<file path="src/rtl/serial_adder.sv">
// serial_adder: bit-serial LSB-first adder, {cout,sum}=a+b+cin; SERIAL_ADDER_SUB_EN adds sub port (a-b).
module serial_adder #(
  parameter int WIDTH = 8,
  parameter int CNT_W = $clog2(WIDTH + 1)
) (
  input  logic             clk,
  input  logic             rst,
  input  logic             start,
  input  logic [WIDTH-1:0] a,
  input  logic [WIDTH-1:0] b,
  input  logic             cin,
`ifdef SERIAL_ADDER_SUB_EN
  input  logic             sub,
`endif
  output logic             busy,
  output logic             done,
  output logic [WIDTH-1:0] sum,
  output logic             cout
);
  typedef enum logic [1:0] {IDLE, RUN, DONE} state_t;
  state_t state, state_nx;
  logic [WIDTH-1:0] a_sh, b_sh, s_sh, s_nx;
  logic [CNT_W-1:0] cnt;
  logic carry, s, c_nx, last;
  always_comb begin
    s = a_sh[0] ^ b_sh[0] ^ carry;
    c_nx = (a_sh[0] & b_sh[0]) | (carry & (a_sh[0] ^ b_sh[0]));
    s_nx = WIDTH'({s, s_sh} >> 1);
    last = cnt == CNT_W'(WIDTH - 1);
    state_nx = state == IDLE ? (start ? RUN : IDLE) : state == RUN ? (last ? DONE : RUN) : IDLE;
    busy = state != IDLE;
    done = state == DONE;
  end
  always_ff @(posedge clk) begin
    if (rst) begin
      state <= IDLE;
      a_sh <= '0;
      b_sh <= '0;
      s_sh <= '0;
      carry <= 1'b0;
      cnt <= '0;
      sum <= '0;
      cout <= 1'b0;
    end else begin
      state <= state_nx;
      if (state == IDLE && start) begin
        a_sh <= a;
        cnt <= '0;
`ifdef SERIAL_ADDER_SUB_EN
        b_sh <= sub ? ~b : b;
        carry <= sub | cin;
`else
        b_sh <= b;
        carry <= cin;
`endif
      end else if (state == RUN) begin
        a_sh <= a_sh >> 1;
        b_sh <= b_sh >> 1;
        s_sh <= s_nx;
        carry <= c_nx;
        cnt <= cnt + CNT_W'(1);
        if (last) begin
          sum <= s_nx;
          cout <= c_nx;
        end
      end
    end
  end
endmodule

</file>
<file path="config.mk">
export PLATFORM = sky130hd
export DESIGN_NAME = serial_adder
export DESIGN_NICKNAME = d
export VERILOG_FILES = /design/src/rtl/serial_adder.sv
export SDC_FILE = /design/constraint.sdc
export NUM_CORES = 1
export LEC_CHECK = 0
export ABC_AREA = 1
export CAP_MARGIN = 20
export CORE_MARGIN = 8
export CORE_UTILIZATION = 60
export DETAILED_ROUTE_END_ITERATION = 10
export DONT_BUFFER_PORTS = 1
export HOLD_SLACK_MARGIN = 0.08
export PLACE_DENSITY_LB_ADDON = 0.2
export SYNTH_ARGS = -nofsm -noshare
export SYNTH_HDL_FRONTEND = slang
export SYNTH_SLANG_ARGS = --single-unit
export TNS_END_PERCENT = 10
</file>
<file path="constraint.sdc">
create_clock -name clk -period 2.2 [get_ports clk]
set_input_delay 0.33 -clock clk [delete_from_list [all_inputs] [get_ports clk]]
set_output_delay 0.33 -clock clk [all_outputs]
set_load 0.005 [all_outputs]
</file>
==> results.py, run 1 <==
metrics = {
    "drt": {
        "wl_met1_um": 1609,
        "dr.pass1.iters": 5,
        "met2_length_um": 1715,
        "drt-total-wl_um": 3621,
        "routed_via_density": 5.253,
        "dr_wl_met3_um": 213,
        "wl_per_cell_um": 12.89,
        "drc": 0,
        "routed.top_layer": "met4",
        "vias": 1476,
        "postRouteAntennaNets": 0,
        "dr.first_iter.drc_count": 93,
    },
    "global_routing": {
        "grt_max_degree": 20,
        "groute.usage.overall_pct": 16.06,
        "gr-total-overflow": 0,
        "antenna_found_initial": 0,
        "grt_pass1_vias": 1480,
        "grt_first_pass_wirelength_um": 6437,
    },
    "logic_synthesis": {
        "synth.yosys.warnings": 0,
        "netlist.top_cell.by_area": "dfxtp_1",
        "netlist_area_um2": 1809,
        "netlist_top_cells_area": "dfxtp_1 43%, nand2_1 16%, nand3_1 10%",
        "ys_types": 21,
        "synth_cells": 252,
        "synth-seq-cells": 39,
        "syn-num-nets": 274,
        "synth_top_area_share_pct": 43.15,
        "syn-mean-instance-area_um2": 7.180,
        "synth.yosys.seq_area_share_pct": 43.15,
    },
    "floorplanning": {
        "die_area_um2": 5028,
        "num_rows": 20,
        "initial_core_util_pct": 61.27,
        "die_h_um": 70.91,
        "core_um2": 2953,
        "die_w_um": 70.91,
        "ios": 31,
    },
    "cts": {
        "cts_buffers": 5,
        "clk_path_buf_depth": 2,
        "cts_root_buffer": "clkbuf_4",
        "postCtsSetupBuffers": 0,
        "clkTransAtPathRegs_ps": 120,
        "clk_latency_ps": 350,
        "h-tree-depth": 2,
        "cts.sinks": 39,
        "cts_tree": "done",
    },
    "timing": {
        "hold_violations": 0,
        "fmax_mhz": 543.9,
        "worstMarginPinSlew_ps": 991.7,
        "fin_crit_sh_pct": 83.58,
        "setup_tns_ps": 0,
        "setup_ws_ps": 361.3,
        "finClkSkew_ps": 9.604,
        "maxSlewHeadroom_pct": 33.67,
        "setup_violations": 0,
        "slew_viol_final": 0,
        "fin_hold_ws_ps": 112.0,
        "min_period_ps": 1839,
        "rsz0062_at_grt": "false",
    },
    "critical_path": {
        "cp.required_ps": 1870,
        "cp.arrival_ps": 1510,
        "worst_setup_path_end_kind": "output port",
        "path_max_fanout": 17,
        "cp_slowest_cell": "dfxtp_1",
        "rr_endpoint": "sum[7]",
        "start_kind": "flip-flop",
        "ff2ff_setup_slack_ps": 460,
        "max_stage_delay_ps": 790,
        "reg2reg_depth": 6,
        "path_delay_family": "flip-flops",
        "critical_path.cell_chain": "nor2_4 -> inv_1",
        "r2r-start": "state[0]",
        "critPathBufInv": 1,
        "critical_path_class": "reg2out",
    },
    "place": {
        "dp_cells": 272,
        "dpl.hpwl_um": 2472,
        "gp_congestion": 0.7699,
        "port_buffers": 0,
        "dp_worst_setup_slack_ps": 488.8,
    },
    "cells_and_area": {
        "fin_nets": 269,
        "drive_gt1_share_pct": 9.677,
        "syn_to_final_growth_pct": 0.9681,
        "final_cells": 281,
        "antennaDiodeCount": 0,
    },
    "min_path": {
        "hold_start": "a[7]",
        "hold_path.class": "in2reg",
        "hold_end": "a_sh[7]",
        "holdPathStages": 2,
    },
    "run_status": {
        "outcome": "finished clean",
    },
    "power": {
        "p_leak_uw": 0.0008410,
        "p_per_area_nw_per_um2": 704.7,
        "vdd_drop_max_v": 0.0004562,
    },
    "flow_run": {
        "maxCapViolCount": 0,
    },
}
-- worst register-to-register path: stages (launching register included) --
cell and delay (ps):
dfxtp_1 790, inv_2 90, nor2_4 260, nand2_2 180, nor2_4 200, nand2_1 70
nand2_1 70
-- sequential cells by signal, summed over array words and instances (netlist names) --
name and cells:
a_sh 8, b_sh 8, sum 8, s_sh 7
cnt 4, state 2, carry 1, cout 1
-- routing by layer --
metal,global-route usage [%],up-vias
met5,0,-
li1,-,777
met2,26.06,33
met3,6.356,7
met1,17.88,659
met4,7.852,0
-- cell families after synthesis --
family / share of synthesized area (%)
compound gates: 9.751
xor+xnor: 0.9684
fa+ha+maj: 1.798
buf+inv: 9.612
flops: 43.15
simple gates: 34.72
-- cell type report --
type	instances	area [um^2]
clock buffers	6	41.29
inverters	23	86.33
multi-input cells	177	854.6
repair buffers	1	10.01
flip-flops and latches	39	780.7
well taps	33	41.29
fillers	279	1126
clock inverters	2	12.51
-- layout by cell type (no fill, tap or decap) --
master,synthesis,routed
clkinvlp_4,0,1
a21oi_1,10,10
inv_2,2,2
dlygate4sd3_1,0,1
clkbuf_4,0,5
clkinv_2,0,1
dfxtp_1,39,39
o21ai_0,7,7
nand2_2,2,2
o21ai_1,1,1
nand2_1,76,76
ha_1,1,1
nand3_1,36,36
inv_1,21,21
nand2_4,1,1
a21oi_2,8,8
nor2_4,3,3
fa_1,1,1
o21ai_4,1,1
xor2_1,2,2
clkbuf_1,0,1
nor2_1,28,28
-- worst max path at each step --
stage             start      to  slack (ps)  cells past startpoint
2_1_floorplan  state[0]    busy        1000                      4
3_3_place_gp   state[0]  sum[6]         530                      6
3_5_place_dp   state[0]  sum[7]         490                      6
4_1_cts        state[0]    busy         330                      2
5_1_grt        state[0]    busy         240                      2
6_report       state[0]    busy         360                      2
-- cells in the mapped netlist --
cell	number
fa_1	1
nor2_4	3
nand2_4	1
nor2_1	28
buf_2	7
buf_1	1
buf_6	3
ha_1	1
dfxtp_1	39
a21oi_2	8
o21ai_4	1
o21ai_0	7
inv_2	2
nand2_1	76
a21oi_1	10
buf_4	2
nand3_1	36
o21ai_1	1
xor2_1	2
inv_1	21
nand2_2	2
-- where the power goes --
group | leakage (uW) | internal, uW | switching, uW | total [uW]
Sequential | 0.000319 | 744 | 31.0 | 775
Combinational | 0.000494 | 55.0 | 96.9 | 152
Clock | 0.0000282 | 123 | 237 | 360
-- through the flow --
step           utilization, %  area, um^2  total power, uW
2_1_floorplan               -        1809            930.4
4_1_cts                 61.86        1827             1307
3_5_place_dp            59.70        1763            934.9
5_1_grt                 61.86        1827             1371
3_3_place_gp            59.70        1763            932.7
6_report                61.86        1827             1287
-- repair_timing --
item	in CTS	in global routing
hold endpoints to repair	19	0
gates resized for setup	0	0
hold buffers	1	0
setup endpoints to repair	0	0
No activity file was read; power rests on OpenSTA's default activity.
==> inputs of run 2 (changes only) <==
- clock period: 2.2 -> 1.9 ns (I/O delays scaled with it)
==> run 2 against run 1 <==
  * Non-clock buffer count up 5
  * Critical path depth up 1
  * Routed wire length down 4.5%
  * Total power up 28%
  * First-iteration DRC count unchanged
  * Die area unchanged
  * Hold slack better by 25 ps
  * Sequential share of layout area down 1.6 points
  * Critical path type unchanged
==> results.py, run 2 (same netlist as run 1, synthesis figures left out) <==
metrics = {
    "timing": {
        "fin_crit_sh_pct": 80.41,
        "hold_violations": 0,
        "fin_hold_ws_ps": 137.4,
        "fmax_mhz": 654.6,
        "maxSlewHeadroom_pct": 33.26,
        "finClkSkew_ps": 12.43,
        "rsz0062_at_grt": "false",
        "setup_violations": 0,
        "worstMarginPinSlew_ps": 997.8,
        "slew_viol_final": 0,
        "setup_tns_ps": 0,
        "min_period_ps": 1528,
        "setup_ws_ps": 372.3,
    },
    "global_routing": {
        "antenna_found_initial": 0,
        "grt_pass1_vias": 1339,
        "groute.usage.overall_pct": 14.55,
        "grt_max_degree": 20,
        "grt_first_pass_wirelength_um": 5947,
        "gr-total-overflow": 0,
    },
    "place": {
        "gp_congestion": 0.7544,
        "dp_cells": 275,
        "dpl.hpwl_um": 2283,
        "dp_worst_setup_slack_ps": 554.7,
        "port_buffers": 0,
    },
    "drt": {
        "drt-total-wl_um": 3457,
        "vias": 1484,
        "wl_per_cell_um": 12.09,
        "dr.first_iter.drc_count": 93,
        "dr.pass1.iters": 4,
        "postRouteAntennaNets": 0,
        "drc": 0,
        "routed_via_density": 5.189,
    },
    "floorplanning": {
        "ios": 31,
        "core_um2": 2953,
        "die_area_um2": 5028,
        "num_rows": 20,
        "die_h_um": 70.91,
        "initial_core_util_pct": 61.27,
        "die_w_um": 70.91,
    },
    "critical_path": {
        "path_max_fanout": 14,
        "max_stage_delay_ps": 490,
        "r2r-start": "state[0]",
        "reg2reg_depth": 6,
        "cp.arrival_ps": 1240,
        "cp_slowest_cell": "dfxtp_1",
        "cp.required_ps": 1620,
        "rr_endpoint": "sum[1]",
        "critical_path.cell_chain": "inv_2 -> buf_4 -> nor2_1",
        "critical_path_class": "reg2out",
        "worst_setup_path_end_kind": "output port",
        "start_kind": "flip-flop",
        "ff2ff_setup_slack_ps": 540,
    },
    "cts": {
        "cts.sinks": 39,
        "cts_root_buffer": "clkbuf_4",
        "clk_latency_ps": 350,
        "cts_buffers": 5,
        "cts_tree": "done",
        "clk_path_buf_depth": 2,
        "cts_resized": 0,
        "h-tree-depth": 2,
        "postCtsSetupBuffers": 0,
        "clkTransAtPathRegs_ps": 130,
    },
    "cells_and_area": {
        "utilization_pct": 64.24,
        "reg_top3": "a_sh: 8 flops, b_sh: 8 flops, sum: 8 flops",
        "syn_to_final_growth_pct": 4.841,
        "layout_common_cells": "76 x nand2_1, 39 x dfxtp_1, 36 x nand3_1",
        "final_cells": 286,
        "antennaDiodeCount": 0,
        "drive_gt1_share_pct": 11.07,
        "final_common_cell": "nand2_1",
        "fin_nets": 274,
    },
    "power": {
        "vdd_drop_max_v": 0.0004824,
        "p_per_area_nw_per_um2": 865.8,
        "p_leak_uw": 0.0008807,
    },
    "min_path": {
        "hold_end": "b_sh[4]",
        "hold_start": "start",
        "holdPathStages": 3,
        "hold_path.class": "in2reg",
    },
    "flow_run": {
        "maxCapViolCount": 0,
    },
    "run_status": {
        "outcome": "finished clean",
    },
}
[run 2: metal layers]
| metal | part of all wire [%] | global-route usage (%) | wire (um) |
|---|---|---|---|
| met1 | 47 | 16.76 | 1631 |
| met2 | 45 | 23.89 | 1555 |
| met3 | 7.0 | 6.638 | 243 |
| met5 | 0 | 0 | 0 |
| met4 | 0.75 | 3.464 | 26 |
[run 2: worst max-delay path, delay by kind of cell (launching register included)]
kind	cells	cell delay, ps
flops	1	490
buf+inv	2	260
simple gates	1	140
[run 2: area by class of cell]
type | instances | area (um^2)
clock buffers | 5 | 37.54
fillers | 287 | 1056
well taps | 33 | 41.29
flip-flops and latches | 39 | 780.7
clock inverters | 3 | 43.79
inverters | 23 | 86.33
multi-input cells | 177 | 854.6
repair buffers | 6 | 52.55
[run 2: timing repair]
item | in CTS | in global routing
hold buffers | 3 | 0
endpoints found under the hold margin | 22 | 0
setup endpoints to repair | 0 | 0
[run 2: report_power, final]
group / switching (uW) / total, uW / internal, uW
combinational: 121 / 191 / 70.8
clock: 284 / 561 / 277
sequential: 27.9 / 890 / 862
total: 433 / 1640 / 1210
[run 2: worst max-delay path by stage]
stage / start / endpoint / slack, ps / cells past startpoint
after floorplan: state[0] / busy / 750 / 4
after global placement: state[0] / sum[5] / 580 / 6
after detailed placement: state[0] / sum[7] / 550 / 6
after CTS: state[1] / done / 350 / 3
after global routing: state[1] / done / 250 / 3
final: state[1] / done / 370 / 3
[run 2: per-stage QoR]
step | area (um^2) | power [uW]
2_1_floorplan | 1809 | 1077
3_3_place_gp | 1785 | 1086
3_5_place_dp | 1785 | 1088
4_1_cts | 1897 | 1661
5_1_grt | 1897 | 1734
6_report | 1897 | 1642
